### src/rtl/rom_dl_pkg.sv
// rom_dl_pkg: shared constants for rom_dl_sequencer.
// Defines the ROM region map (base and size per region), the total image size and the sequencer state type.
package rom_dl_pkg;
  localparam int N_REGIONS = 4;
  localparam logic [24:0] REG_BASE [N_REGIONS] = '{25'h0000, 25'h6000, 25'h7000, 25'h9000};
  localparam logic [24:0] REG_SIZE [N_REGIONS] = '{25'h6000, 25'h1000, 25'h2000, 25'h4000};
  localparam logic [24:0] TOTAL_SIZE = 25'hD000;
  typedef enum logic [2:0] {IDLE, LOAD, DRAIN, HOLD, DONE} state_e;
endpackage

### src/rtl/rom_region_decode.sv
// rom_region_decode: combinational map from a linear download address to a region hit and a region-local offset.
// Ports: addr_i linear byte address; hit_o one-hot region hit; ofs_o offset inside the hit region; oor_o address past the image.
module rom_region_decode
  import rom_dl_pkg::*;
#(
  parameter int OFS_W = 16
) (
  input  logic [24:0]          addr_i,
  output logic [N_REGIONS-1:0] hit_o,
  output logic [OFS_W-1:0]     ofs_o,
  output logic                 oor_o
);
  always_comb begin
    hit_o = '0;
    ofs_o = '0;
    for (int i = 0; i < N_REGIONS; i++)
      if (addr_i >= REG_BASE[i] && addr_i < REG_BASE[i] + REG_SIZE[i]) begin
        hit_o[i] = 1'b1;
        ofs_o = OFS_W'(addr_i - REG_BASE[i]);
      end
    oor_o = ~|hit_o;
  end
endmodule

### src/rtl/rom_dl_sequencer.sv
// rom_dl_sequencer: steers the HPS ROM download into region writes and holds the game core in reset until it settles.
// Optional: define ROM_CKSUM_EN to accumulate a 16-bit byte sum and flag dl_error when it differs from CKSUM_EXPECT.
// Ports: clk_sys, reset_n (sync, active-low); ioctl_download/wr/addr/dout download stream in, ioctl_wait stall out;
//   tgt_busy target backpressure; rom_we/rom_addr/rom_data region write; core_reset, dl_done, dl_error, cksum status.
module rom_dl_sequencer
  import rom_dl_pkg::*;
#(
  parameter int          HOLD_CYCLES  = 16,
  parameter int          OFS_W        = 16,
  parameter logic [15:0] CKSUM_EXPECT = 16'h0000
) (
  input  logic                 clk_sys,
  input  logic                 reset_n,
  input  logic                 ioctl_download,
  input  logic                 ioctl_wr,
  input  logic [24:0]          ioctl_addr,
  input  logic [7:0]           ioctl_dout,
  output logic                 ioctl_wait,
  input  logic                 tgt_busy,
  output logic [N_REGIONS-1:0] rom_we,
  output logic [OFS_W-1:0]     rom_addr,
  output logic [7:0]           rom_data,
  output logic                 core_reset,
  output logic                 dl_done,
  output logic                 dl_error,
  output logic [15:0]          cksum
);
  localparam int HW = HOLD_CYCLES > 1 ? $clog2(HOLD_CYCLES) : 1;
  state_e state_q, state_d;
  logic dl_q, pend_q, pend_d, wait_q, err_q, err_d;
  logic [24:0] paddr_q;
  logic [7:0] pdata_q;
  logic [16:0] cnt_q, cnt_d;
  logic [HW-1:0] hold_q, hold_d;
  logic [N_REGIONS-1:0] hit;
  logic oor, rise, fall, load, cap, acc, viol, fire, end_chk, bad_sum;
  rom_region_decode #(.OFS_W(OFS_W)) u_dec (.addr_i(paddr_q), .hit_o(hit), .ofs_o(rom_addr), .oor_o(oor));
  assign rise = ioctl_download & ~dl_q;
  assign fall = ~ioctl_download & dl_q;
  // the buffer frees when its byte is written, or at once when it is out of range and will never be written
  assign fire = pend_q & (~tgt_busy | oor);
  assign cap = ioctl_wr & (state_q == LOAD);
  // a byte landing in the cycle the buffer frees is accepted; only a still-blocked buffer drops it
  assign acc = cap & (~pend_q | fire);
  assign viol = cap & pend_q & ~fire;
  assign rom_we = hit & {N_REGIONS{pend_q & ~tgt_busy & reset_n}};
  assign load = (state_d == LOAD) & (state_q != LOAD);
  assign pend_d = acc | (pend_q & ~fire);
  assign cnt_d = load ? '0 : cnt_q + {16'h0, acc & ~&cnt_q};
  assign err_d = ~load & (err_q | viol | (pend_q & oor) | (end_chk & ((cnt_q != 17'(TOTAL_SIZE)) | bad_sum)));
  assign ioctl_wait = wait_q;
  assign rom_data = pdata_q;
  assign core_reset = state_q != DONE;
  assign dl_done = state_q == DONE;
  assign dl_error = err_q;
`ifdef ROM_CKSUM_EN
  localparam bit CK_EN = 1'b1;
  logic [15:0] sum_q;
  always_ff @(posedge clk_sys) sum_q <= (!reset_n || load) ? '0 : sum_q + (|rom_we ? 16'(pdata_q) : 16'h0);
  assign cksum = sum_q;
`else
  localparam bit CK_EN = 1'b0;
  assign cksum = '0;
`endif
  assign bad_sum = CK_EN & (cksum != CKSUM_EXPECT);
  always_comb begin
    state_d = state_q;
    hold_d = '0;
    end_chk = 1'b0;
    case (state_q)
      IDLE: state_d = rise ? LOAD : IDLE;
      LOAD: state_d = fall ? DRAIN : LOAD;
      DRAIN: begin
        end_chk = ~pend_q;
        state_d = pend_q ? DRAIN : HOLD;
      end
      HOLD: begin
        hold_d = hold_q + 1'b1;
        state_d = rise ? LOAD : (hold_q == HW'(HOLD_CYCLES - 1)) ? DONE : HOLD;
      end
      DONE: state_d = rise ? LOAD : DONE;
      default: state_d = IDLE;
    endcase
  end
  always_ff @(posedge clk_sys) begin
    if (!reset_n) begin
      state_q <= IDLE;
      dl_q <= 1'b0;
      pend_q <= 1'b0;
      wait_q <= 1'b0;
      err_q <= 1'b0;
      cnt_q <= '0;
      hold_q <= '0;
      paddr_q <= '0;
      pdata_q <= '0;
    end else begin
      state_q <= state_d;
      dl_q <= ioctl_download;
      pend_q <= pend_d;
      wait_q <= pend_q & ~fire;
      err_q <= err_d;
      cnt_q <= cnt_d;
      hold_q <= hold_d;
      paddr_q <= acc ? ioctl_addr : paddr_q;
      pdata_q <= acc ? ioctl_dout : pdata_q;
    end
  end
endmodule

### config.mk
export PLATFORM = sky130hd
export DESIGN_NAME = rom_dl_sequencer
export DESIGN_NICKNAME = d
export VERILOG_FILES = /design/src/rtl/rom_dl_pkg.sv /design/src/rtl/rom_region_decode.sv /design/src/rtl/rom_dl_sequencer.sv
export SDC_FILE = /design/constraint.sdc
export NUM_CORES = 1
export LEC_CHECK = 0
export ABC_CLOCK_PERIOD_IN_PS = 3280
export BUFFER_PORTS_ARGS = -buffer_cell sky130_fd_sc_hd__clkbuf_2
export CAP_MARGIN = 20
export CELL_PAD_IN_SITES_DETAIL_PLACEMENT = 1
export CELL_PAD_IN_SITES_GLOBAL_PLACEMENT = 2
export CORE_MARGIN = 3
export CORE_UTILIZATION = 25
export DETAILED_ROUTE_END_ITERATION = 7
export MAX_ROUTING_LAYER = met4
export PLACE_DENSITY = 0.66
export SETUP_SLACK_MARGIN = 0.4
export SKIP_CTS_REPAIR_TIMING = 1
export SYNTH_ARGS = -nofsm -noshare
export SYNTH_HDL_FRONTEND = slang
export SYNTH_SLANG_ARGS = --single-unit
### constraint.sdc
create_clock -name clk_sys -period 3.28 [get_ports clk_sys]
set_clock_uncertainty 0.05 [all_clocks]
set_input_delay 0.82 -clock clk_sys [delete_from_list [all_inputs] [get_ports clk_sys]]
set_output_delay 0.82 -clock clk_sys [all_outputs]
set_load 0.01 [all_outputs]
==> out/results.ini <==
[place]
gp_congestion=0.828
detailed_place.area_um2=3750
io_buffers=69
hpwl_um=7110
place_ws_ns=0.200

[worst_setup_path]
timing.rr.start=paddr_q[14]
cp_data_required_time_ns=2.41
critPathArrivalTime_ns=2.30
r2r.worst_path.cells=13
critical_path.endpoint_type=output port
path_max_fanout=4
rrSetupSlack_ns=0.63
critical_path_class=reg -> out
critPathLaunchType=flip-flop
worst_r2r_endpoint=cnt_q[16]

[die]
io_pins=86
start_util_pct=25.9
die_w_um=121
row_count=41
die_h_um=121
die-area_um2=14700
core-area_um2=12800

[yosys]
async_reset_ff_share_pct=0
synth-edff-count=0
yosysSeqAreaShare_pct=36.8
syn_area_per_cell_um2=8.41
synthSimpleGateAreaFrac_pct=30.2
muxShareOfSynthArea_pct=0.944
syn_area_um2=3310
ys.warnings.count=0
synth.distinct_cells=51
synth_compound_area_share_pct=14.5
synth_top_family_by_area=simple AND/OR/NAND/NOR gates
synth_seq_cells=61
synth_fa_ha_area_share_pct=4.15
postSynthCellCount=394
ys.flop_type=dfxtp_1
synth-xor-area-share_pct=4.76

[global_routing]
antenna_found_initial=0
grt_pass1_wl_um=15500
overflow=0
grt_pass1_vias=3049
grt_max_degree=44
track_usage_pct=13.7

[sta]
period_share_pct=96.8
max_freq_mhz=315
period_needed_ns=3.17
tightest_slew_ns=0.631
relSlewSlack_pct=57.9
drv_slew=0
rsz0062_at_grt=yes
final_hold_viol_count=0
finalSetupViolCount=0
timing.final.ws_setup_ns=0.105

[clocking]
clk_path_buf_depth=2
clock_latency_ns=0.32
htree_num_levels=3
clock-sinks=61
clockRootBuffer=clkbuf_16
cts_buffers=9
clk_pin_slew_ns=0.05
cts_tree=yes

[pwr]
p_sw_share_pct=24.5
power_frac_comb_pct=13.4
vdd_drop_max_uv=192
power_mw=2.11
power.density_nw_per_um2=493
p_seq_share_pct=37.6
internal_power_mw=1.59
power_leakage_nw=1.78
power.switching_mw=0.517
pwr-share-clk_pct=48.9

[detailed_routing]
via_per_inst=4.58
ant_nets=0
drt_iter0_drc=134
num_vias=2954
wl_um=9670
firstDrtPassIters=4
wl_per_cell_um=15.0
route.detailed.drc=0

[cells_and_area]
antenna_cells=0
syn2layout_area_growth_pct=29.0
layout-drive-gt1-share_pct=28.5
regArea_um2=1230
fillers=1532
multiInputGateArea_um2=1980
fin_area_um2=4280
nNetsFinal=517

[hold_path]
whs_path_depth=2
min_from=rom_data[2]
min_to=rom_data[2]
hold_path.class=reg -> reg

[run_status]
status=completed

[job]
drv_cap=0

worst max path at each step:
stage / startpoint / end / slack, ns
after global placement: paddr_q[12] / rom_addr[14] / 0.29
final: paddr_q[5] / rom_addr[14] / 0.11
after CTS: paddr_q[12] / rom_addr[14] / -0.16
after detailed placement: paddr_q[12] / rom_addr[14] / 0.20
after floorplan: paddr_q[13] / cnt_q[16] / 0.38
after global routing: paddr_q[5] / rom_addr[14] / -0.003
worst max-delay path, cell delays in order, from the launching register on:
cell and delay (ns):
dfxtp_2 0.34, nor4_4 0.39, nand4_1 0.20, a211o_1 0.39, buf_6 0.14, nor4b_4 0.29, a2111oi_4 0.07, buf_2 0.16
cells by family (layout without fill, tap and decap cells):
kind of cell	after synthesis	in the layout
flip-flops	61	61
adder cells (fa/ha/maj)	11	11
AO/OA/AOI/OAI	65	65
XOR/XNOR	18	18
multiplexers	3	3
AND/OR/NAND/NOR	190	190
buffers and inverters	45	109
other	1	16
power groups by stage:
stage                     registers [mW]  clock network (mW)  logic (mW)
after floorplan                    0.800                   0       0.191
after global placement             0.807                   0       0.257
after detailed placement           0.808                   0       0.260
after CTS                          0.792                1.06       0.261
after global routing               0.797                1.10       0.312
final                              0.792                1.03       0.283
flip-flops by register name (all words and copies together), names as in the netlist, 3 cells and up:
name      cells
paddr_q      25
cnt_q        17
hold_q        4
rom_data      8
state_q       3
cells in the mapped netlist (all sizes together) (3+ instances only):
cell / n / area, µm²
nor3b: 4 / 30.0
o21ai: 4 / 20.0
clkbuf: 7 / 26.3
nor4: 8 / 110
nand3: 8 / 52.6
inv: 8 / 30.0
nor3: 6 / 30.0
o22ai: 3 / 18.8
a21boi: 34 / 255
nor2: 35 / 131
a21oi: 9 / 45.0
dfxtp: 61 / 1220
and3: 21 / 135
xnor2: 11 / 96.3
ha: 11 / 138
xor2: 7 / 61.3
and2: 6 / 40.0
nand2: 81 / 304
a31oi: 3 / 18.8
and4: 3 / 26.3
buf: 30 / 226
nand4: 8 / 50.1
routing by layer:
layer,track usage [%],up-vias,routed length [µm]
met5,-,-,0
met2,22.0,74,4630
met3,1.91,18,368
li1,-,1463,-
met1,17.5,1399,4490
met4,5.18,0,175
area by class of cell:
class                      instances  share of cell area [%]
clock buffer                      12                    6.00
clock inverter                     4                    1.64
timing repair buffer              85                    11.3
tap                              172                    5.03
inverter                           8                   0.819
sequential                        61                    28.8
multi-input combinational        303                    46.4
stage by stage:
step / hold slack (ns) / setup TNS (ns) / utilization (%) / instances
2_1_floorplan: 0.368 / 0 / - / 409
3_3_place_gp: 0.380 / 0 / 29.4 / 621
3_5_place_dp: 0.397 / 0 / 29.4 / 621
4_1_cts: 0.406 / -0.243 / 31.9 / 637
5_1_grt: 0.425 / -0.00330 / 33.5 / 645
6_report: 0.403 / 0 / 33.5 / 645
placed cells by master, fill, tap and decap left out, types with 5 or more instances in the layout:
| cell type | instances |
|---|---|
| ha_1 | 7 |
| inv_1 | 6 |
| xnor2_1 | 11 |
| and3_1 | 16 |
| xor2_1 | 7 |
| nand3_1 | 7 |
| a21boi_0 | 5 |
| nand4_1 | 8 |
| dfxtp_1 | 57 |
| conb_1 | 16 |
| nor2_1 | 35 |
| buf_4 | 12 |
| a21oi_1 | 8 |
| nand2_1 | 81 |
| nor3_1 | 6 |
| a21boi_1 | 29 |
| clkbuf_2 | 67 |
| clkbuf_16 | 9 |
Note: power is estimated with default switching activity, not from simulation.
